<file path="src/rtl/stream_capture_pkg.sv">
// stream_capture_pkg: shared defaults and types for the stream capture FIFO
package stream_capture_pkg;
    localparam int DATA_WIDTH_DEFAULT = 8;
    localparam int DEPTH_DEFAULT = 8;
    localparam int DROP_CNT_W = 8;
    localparam logic [DROP_CNT_W-1:0] DROP_CNT_MAX = 8'hFF;
    typedef logic [DATA_WIDTH_DEFAULT-1:0] data_t;
endpackage

</file>
<file path="src/rtl/stream_capture_fifo_if.sv">
// stream_capture_fifo_if: upstream capture beat plus downstream valid/ready stream
interface stream_capture_fifo_if
    import stream_capture_pkg::*;
#(
    parameter int DATA_WIDTH = DATA_WIDTH_DEFAULT
);
    logic                  in_valid;
    logic [DATA_WIDTH-1:0] in_data;
    logic                  out_valid;
    logic                  out_ready;
    logic [DATA_WIDTH-1:0] out_data;
    modport master (output in_valid, in_data, out_ready, input out_valid, out_data);
    modport slave (input in_valid, in_data, out_ready, output out_valid, out_data);
endinterface

</file>
<file path="src/rtl/stream_capture_mem.sv">
// stream_capture_mem: DEPTH x DATA_WIDTH storage, sync write, async read, no reset
module stream_capture_mem
    import stream_capture_pkg::*;
#(
    parameter int DATA_WIDTH = DATA_WIDTH_DEFAULT,
    parameter int DEPTH = DEPTH_DEFAULT,
    localparam int ADDR_W = $clog2(DEPTH)
) (
    input  logic                  clock,
    input  logic                  we,
    input  logic [ADDR_W-1:0]     waddr,
    input  logic [DATA_WIDTH-1:0] wdata,
    input  logic [ADDR_W-1:0]     raddr,
    output logic [DATA_WIDTH-1:0] rdata
);
    logic [DATA_WIDTH-1:0] mem [DEPTH];
    // write port; contents are never reset, the pointers define validity
    always_ff @(posedge clock) begin
        if (we) mem[waddr] <= wdata;
    end
    assign rdata = mem[raddr];
endmodule

</file>
<file path="src/rtl/stream_capture_fifo.sv">
// stream_capture_fifo: show-ahead FIFO buffering a no-backpressure beat stream, with drop statistics
// Optional almost_full output enabled by defining STREAM_CAPTURE_AFULL_EN.
module stream_capture_fifo
    import stream_capture_pkg::*;
#(
    parameter int DATA_WIDTH = DATA_WIDTH_DEFAULT,
    parameter int DEPTH = DEPTH_DEFAULT,
    parameter int AFULL_THRESH = 6,
    localparam int ADDR_W = $clog2(DEPTH)
) (
    input  logic                  clock,
    input  logic                  reset,
    input  logic                  clear,
    stream_capture_fifo_if.slave  bus,
    output logic [ADDR_W:0]       level,
    output logic                  overflow,
    output logic [DROP_CNT_W-1:0] drop_count
`ifdef STREAM_CAPTURE_AFULL_EN
    ,
    output logic                  almost_full
`endif
);
    if (DEPTH < 2 || (DEPTH & (DEPTH - 1)) != 0 || AFULL_THRESH < 0) begin : g_bad_params
        $error("stream_capture_fifo: DEPTH must be a power of two >= 2 and AFULL_THRESH >= 0");
    end
    logic [ADDR_W:0] wr_ptr, rd_ptr;
    logic empty, full, push, pop, drop, flush;
    assign flush = reset || clear;
    assign empty = wr_ptr == rd_ptr;
    assign full = (wr_ptr[ADDR_W] != rd_ptr[ADDR_W]) && (wr_ptr[ADDR_W-1:0] == rd_ptr[ADDR_W-1:0]);
    assign pop = bus.out_valid && bus.out_ready;
    assign push = bus.in_valid && (!full || pop);
    assign drop = bus.in_valid && full && !pop;
    assign level = wr_ptr - rd_ptr;
    assign bus.out_valid = !empty;
    stream_capture_mem #(.DATA_WIDTH(DATA_WIDTH), .DEPTH(DEPTH)) u_mem (
        .clock(clock),
        .we(push && !flush),
        .waddr(wr_ptr[ADDR_W-1:0]),
        .wdata(bus.in_data),
        .raddr(rd_ptr[ADDR_W-1:0]),
        .rdata(bus.out_data)
    );
    // extended pointers; the extra MSB separates full from empty
    always_ff @(posedge clock) begin
        if (flush) begin
            wr_ptr <= '0;
            rd_ptr <= '0;
        end else begin
            if (push) wr_ptr <= wr_ptr + 1'b1;
            if (pop) rd_ptr <= rd_ptr + 1'b1;
        end
    end
    // sticky overflow flag and saturating drop counter
    always_ff @(posedge clock) begin
        if (flush) begin
            overflow <= 1'b0;
            drop_count <= '0;
        end else if (drop) begin
            overflow <= 1'b1;
            if (drop_count != DROP_CNT_MAX) drop_count <= drop_count + 1'b1;
        end
    end
`ifdef STREAM_CAPTURE_AFULL_EN
    localparam logic [ADDR_W:0] AF_TH = (ADDR_W + 1)'(AFULL_THRESH);
    logic [ADDR_W:0] level_nxt;
    assign level_nxt = level + (ADDR_W + 1)'(push) - (ADDR_W + 1)'(pop);
    // registered so it reflects the occupancy that exists after this edge
    always_ff @(posedge clock) begin
        almost_full <= flush ? 1'b0 : level_nxt >= AF_TH;
    end
`endif
endmodule

</file>
<file path="src/flat_wrapper.sv">
// flat-port wrapper written by rule: the top's interface ports become plain ports
module stream_capture_fifo_flat import stream_capture_pkg::*;
#(
    parameter int DATA_WIDTH = DATA_WIDTH_DEFAULT,
    parameter int DEPTH = DEPTH_DEFAULT,
    parameter int AFULL_THRESH = 6,
    localparam int ADDR_W = $clog2(DEPTH)
)
  (clock, reset, clear, level, overflow, drop_count, bus_in_valid, bus_in_data, bus_out_ready, bus_out_valid, bus_out_data);
  stream_capture_fifo_if #(.DATA_WIDTH(DATA_WIDTH)) bus_i ();
  input  logic clock;
  input  logic reset;
  input  logic clear;
  output logic [ADDR_W:0] level;
  output logic overflow;
  output logic [DROP_CNT_W-1:0] drop_count;
  input wire logic [$bits(bus_i.in_valid)-1:0] bus_in_valid;
  input wire logic [$bits(bus_i.in_data)-1:0] bus_in_data;
  input wire logic [$bits(bus_i.out_ready)-1:0] bus_out_ready;
  output wire logic [$bits(bus_i.out_valid)-1:0] bus_out_valid;
  output wire logic [$bits(bus_i.out_data)-1:0] bus_out_data;
  assign bus_i.in_valid = bus_in_valid;
  assign bus_i.in_data = bus_in_data;
  assign bus_i.out_ready = bus_out_ready;
  assign bus_out_valid = bus_i.out_valid;
  assign bus_out_data = bus_i.out_data;
  stream_capture_fifo #(.DATA_WIDTH(DATA_WIDTH), .DEPTH(DEPTH), .AFULL_THRESH(AFULL_THRESH)) u_core (.clock(clock), .reset(reset), .clear(clear), .bus(bus_i), .level(level), .overflow(overflow), .drop_count(drop_count));
endmodule
</file>
<file path="config.mk">
export PLATFORM = sky130hd
export DESIGN_NAME = stream_capture_fifo_flat
export DESIGN_NICKNAME = d
export VERILOG_FILES = /design/src/rtl/stream_capture_pkg.sv /design/src/rtl/stream_capture_fifo_if.sv /design/src/rtl/stream_capture_mem.sv /design/src/rtl/stream_capture_fifo.sv /design/src/flat_wrapper.sv
export SDC_FILE = /design/constraint.sdc
export NUM_CORES = 1
export LEC_CHECK = 0
export CAP_MARGIN = 20
export CELL_PAD_IN_SITES_DETAIL_PLACEMENT = 0
export CELL_PAD_IN_SITES_GLOBAL_PLACEMENT = 1
export CORE_AREA = 2 2 64 127
export CTS_CLUSTER_SIZE = 8
export DETAILED_ROUTE_END_ITERATION = 8
export DIE_AREA = 0 0 66 129
export PLACE_DENSITY_LB_ADDON = 0.1
export RECOVER_POWER = 100
export SLEW_MARGIN = 40
export SYNTH_ARGS = -nofsm -noshare
export SYNTH_HDL_FRONTEND = slang
export SYNTH_HIERARCHICAL = 1
export SYNTH_SLANG_ARGS = --single-unit
</file>
<file path="constraint.sdc">
create_clock -name clock -period 2.9 [get_ports clock]
set_input_delay 0.725 -clock clock [delete_from_list [all_inputs] [get_ports clock]]
set_output_delay 0.725 -clock clock [all_outputs]
set_load 0.03 [all_outputs]
</file>
# After elaboration in Yosys (flattened, before gate mapping)
# Memory sizes are Yosys's and may differ from the RTL's. A register that Yosys moved wholly into a read port is not among the register bits.
# Cells that the tools add are included.
# Widths: inputs -> output; s select.
# word_totals
regBits	17
latchBits	0
ramBits	64
mem_bits_ro	0
input_bits	13
out_inout_bits	22
word_cells	30
mem_count	1
# classes
addsub	4
mul	0
div	0
order_cmp	0
eq_ne	4
shifts	0
n_mux	4
bitwise_logic	0
reduce_logical	13
# mem_list
name	words	width	rd	rd_clocked_by_memory_dff	wr	line_no	text
u_core.u_mem.mem	8	8	1	1	1	stream_capture_mem.sv:16	logic [DATA_WIDTH-1:0] mem [DEPTH];
# op_table
operator	count
$add 4x1->4 const B	2
$add 8x1->8 const B	1
$ne 8x8->1 const B	1
$logic_and 1x1->1	6
$mux 3	2
$eq 4x4->1	1
$logic_not 1->1	4
$sub 4x4->4	1
$eq 3x3->1	1
$logic_or 1x1->1	2
$mux 1	2
$reduce_and 2->1	1
$ne 1x1->1	1

# Logic depth before layout (Yosys ltp)
# Gate-level depths: netlist of run 1.
# depth
ltp_word	8
depth_mapped	7
mapped_depth_nobuf	7

# Hierarchy
# Netlist of run 1, hierarchy kept.
# by_module_without_submodules
mod	n_inst	cells_per_inst	area_each_um2	seq_area_each_um2
stream_capture_mem	1	106	2531.2	1921.8
stream_capture_fifo	1	112	997.2	340.3

# Worst setup path after synthesis of run 1
# OpenSTA, ideal clock, no wires.
# synth_timing
path_type	input to register
startpoint	input clear
endpoint	memory u_core/u_mem/mem[0][0] (netlist bit), enable pin
setup_time_ns	0.383
arrival_time_ns	2.143
slack_ns	0.373
path_stages	6
path_buffers	2
path_cell_list	or2_1 > clkbuf_1 > clkbuf_1 > nor2_1 > nand2b_1 > nor3_1
# synth_via
elab_chain_len	5
# synth_rtl
element	line_no	text
start: declaration	flat_wrapper.sv:13	input logic clear;
$logic_or 1x1->1	stream_capture_fifo.sv:28	assign flush = reset || clear;
$logic_not 1->1	stream_capture_fifo.sv:38	.we(push && !flush),
$logic_and 1x1->1	stream_capture_fifo.sv:38	
$mux 1	stream_capture_mem.sv:19	if (we) mem[waddr] <= wdata;
$mux 1 (implied by the code)	stream_capture_mem.sv:19	
end: declaration	stream_capture_mem.sv:16	
# No other way between the ends.

==> results of run 1 <==
## synth_stat cells
cell | number | share of area
nand2b_1 | 3 | 0.0053
nor3_1 | 3 | 0.0043
o311ai_1 | 1 | 0.0025
and4b_1 | 2 | 0.0057
mux2_2 | 8 | 0.026
buf_12 | 1 | 0.0057
a21oi_2 | 2 | 0.0050
a41o_1 | 4 | 0.011
fa_1 | 1 | 0.0057
a21oi_1 | 3 | 0.0043
nand2_1 | 10 | 0.011
buf_1 | 1 | 0.0011
buf_6 | 2 | 0.0064
mux4_2 | 1 | 0.0064
dfxtp_1 | 17 | 0.096
nand3_1 | 4 | 0.0057
o211ai_1 | 3 | 0.0064
or2_1 | 2 | 0.0035
mux2i_1 | 2 | 0.0057
nor4b_4 | 1 | 0.0067
and3_1 | 6 | 0.011
mux4_1 | 15 | 0.11
o31ai_2 | 1 | 0.0035
ha_1 | 6 | 0.021
xnor2_1 | 5 | 0.012
xor2_1 | 4 | 0.0099
or3_1 | 1 | 0.0018
nor2_1 | 22 | 0.023
a21o_1 | 1 | 0.0021
clkbuf_1 | 3 | 0.0032
o31ai_1 | 1 | 0.0021
o21ai_1 | 2 | 0.0028
edfxtp_1 | 64 | 0.54
nor3_2 | 2 | 0.0057
buf_2 | 2 | 0.0028
inv_1 | 7 | 0.0074
a31o_1 | 1 | 0.0025
nand4b_1 | 1 | 0.0025
a31oi_1 | 3 | 0.0053
## cell families (layout without fill, tap and decap cells)
logic type / Yosys count / after routing
xor gates and xnor gates: 9 / 9
DFF: 81 / 81
other: 0 / 1
buffers and inverters: 16 / 73
adders and majority gates: 7 / 7
muxes: 26 / 26
AOI/OAI and AO/OA: 22 / 22
and+or+nand+nor: 57 / 57
## cells in the final DEF, fill, tap and decap left out, types with 3 or more instances in the layout
cell type and count:
and3_1 6, inv_1 7, a31oi_1 3, nand3_1 4
a41o_1 4, edfxtp_1 64, clkbuf_1 12, nor2_1 22
bufinv_16 4, dlygate4sd3_1 18, clkbuf_2 4, ha_1 6
mux4_1 15, o211ai_1 3, buf_4 6, nand2b_1 3
dlygate4sd2_1 6, nor3_1 5, xnor2_1 5, clkbuf_16 9
clkdlybuf4s50_1 4, xor2_1 4, dfxtp_1 16, mux2_2 8
nand2_1 10, a21oi_1 3
## critical path, stage by stage (launching register included)
cell and delay [ns]:
dfxtp_1 0.37, buf_12 0.18, mux4_1 0.58, mux2_2 0.29, dlygate4sd2_1 0.36
## state kept, by name (all words and copies together), names as in the netlist
register,flops
u_core/drop_count,8
u_core/overflow,1
u_core/rd_ptr,4
u_core/u_mem/mem,64
u_core/wr_ptr,4
## metal layers
metal	vias up	GRT usage	share of wire
met5	-	0	0
met4	0	0.0852	0.017
li1	965	-	-
met3	9	0.0297	0.032
met1	988	0.188	0.38
met2	46	0.312	0.57
## repair_timing
action / in CTS / in global routing
endpoints found under the setup margin: 6 / 1
resized for setup: 6 / 1
endpoints found under the hold margin: 0 / 0
pin swaps: 0 / 0
## power by group through the flow
stage	sequential, mW	clock (mW)	combinational (mW)
floorplan	1.29	0	0.0604
global placement	1.29	0	0.113
detailed placement	1.29	0	0.115
CTS	1.26	1.36	0.113
global route	1.26	1.40	0.112
finish	1.26	1.34	0.102
## stage by stage
stage | instances | hold WS (ns) | area, um2
floorplan | 218 | 0.512 | 3530
global placement | 353 | 0.452 | 4040
detailed placement | 353 | 0.463 | 4040
CTS | 369 | 0.483 | 4390
global route | 370 | 0.504 | 4310
finish | 370 | 0.471 | 4310
## layout make-up
| class | count | area, um2 |
|---|---|---|
| tap | 94 | 118 |
| sequential | 81 | 2260 |
| multi-input combinational | 121 | 1140 |
| inverter | 7 | 26.3 |
| antenna | 1 | 2.50 |
| timing repair buffer | 50 | 399 |
| clock buffer | 10 | 229 |
| fill | 659 | 3230 |
| clock inverter | 6 | 130 |
## path summary, 6_finish.rpt
check                                 from                           endpoint
max          u_core/rd_ptr[0]$_SDFFE_PN0N_                    bus_out_data[1]
min           u_core/overflow$_SDFFE_PN0P_       u_core/overflow$_SDFFE_PN0P_
max reg2reg  u_core/wr_ptr[0]$_SDFFE_PN0P_  u_core/drop_count[2]$_SDFFE_PN0P_
min reg2reg   u_core/overflow$_SDFFE_PN0P_       u_core/overflow$_SDFFE_PN0P_
==> results_dict.tcl, run 1 <==
set metrics [dict create \
    hold_buffers 0 \
    dieWidth_um 66 \
    cts_tree "built" \
    place_congestion 0.770 \
    area_growth_pct 22.2 \
    synth_area_per_cell_um2 16.2 \
    yosys.cell_types.count 39 \
    cts_buffers 9 \
    slew_headroom 0.476 \
    ctsLongestPathBuffers 2 \
    cts.reportedPaths.clkPinSlew_ns 0.06 \
    firstDrtPassIters 6 \
    drc 0 \
    ir_worst_vdd_uv 427 \
    viasPerCell 5.43 \
    worst_ep_required_time_ns 2.17 \
    min_period_ns 2.82 \
    synth-seq-cells 81 \
    ios 35 \
    synthMuxAreaShare 0.149 \
    critPathMaxFanout 16 \
    seqPwrFrac 0.467 \
    combPwrFrac 0.038 \
    io_buffers 34 \
    vias 2008 \
    switchingPower_mw 0.476 \
    grt_usage 0.172 \
    layout_setup_ws_ns 0.0752 \
    hold_path.class "reg2reg" \
    fmaxAchievable_ghz 0.354 \
    pre_cts_ws_ns 0.165 \
    worstMarginPinSlew_ns 0.786 \
    hold_viol 0 \
    total_power_mw 2.70 \
    layout.nets 290 \
    grt-ovfl-total 0 \
    grt_pass1_wl_um 10400 \
    p_int_mw 2.23 \
    drt_wl_total_um 6580 \
    synth_top_family_by_area "multiplexers" \
    syn_inst 218 \
    root_buffer "clkbuf_16" \
    syn_nets 238 \
    synthAdderAreaFrac 0.0270 \
    end_kind "output port" \
    die_h_um 129 \
    synth_warnings 6 \
    avgRoutedWirePerCell_um 17.8 \
    first_iter_violations 74 \
    p_per_area_mw_per_mm2 627 \
    ys_seq_area_frac 0.641 \
    finalSetupTns_ns 0 \
    min_period_over_period 0.974 \
    p_leak_nw 1.58 \
    die-area_mm2 0.00851 \
    start_kind "flop" \
    cts_sinks 81 \
    drv_cap 0 \
    rr_worst_depth 7 \
    row_count 45 \
    grt_pass1_vias 1986 \
    min_path_cells 2 \
    slew_violations 0 \
    worst-setup-path-type "reg2out" \
    core_area_mm2 0.00754 \
    reg2reg_setup_slack_ns 0.35 \
    yosys.area_share.simple 0.0858 \
    netlist_area_mm2 0.00353 \
    place_hpwl_um 4560 \
    yosys.area_share.xor_xnor 0.0223 \
    finClkSkew_ns 0.00467 \
    clk_latency_ns 0.32 \
    postCtsSetupBuffers 0 \
    crit_arrival_ns 2.10 \
    power_frac_clock 0.495 \
    grt_max_degree 18 \
    ant_nets 0 \
    finalSetupViolCount 0 \
    synth_compound_area_frac 0.0479 \
    htreeDepth 3 \
    initial_utilization 0.468 \
    outcome "finished, final reports clean" \
    rsz0062_at_grt "no" \
    swShare 0.176 \
    antenna_found_initial 1 \
    drive_above_1_share 0.138 \
    finalCoreUtilization 0.571 \
]
Note: power is estimated with default switching activity, not from simulation.
==> run 2, diff against run 1 <==
--- a/config.mk
+++ b/config.mk
@@ -9,7 +9,7 @@
 export CELL_PAD_IN_SITES_DETAIL_PLACEMENT = 0
 export CELL_PAD_IN_SITES_GLOBAL_PLACEMENT = 1
 export CORE_AREA = 2 2 64 127
-export CTS_CLUSTER_SIZE = 8
+export CTS_CLUSTER_SIZE = 14
 export DETAILED_ROUTE_END_ITERATION = 8
 export DIE_AREA = 0 0 66 129
 export PLACE_DENSITY_LB_ADDON = 0.1
==> results of run 2 <==
Final layout, timing and power as in run 1 (identical DEF).
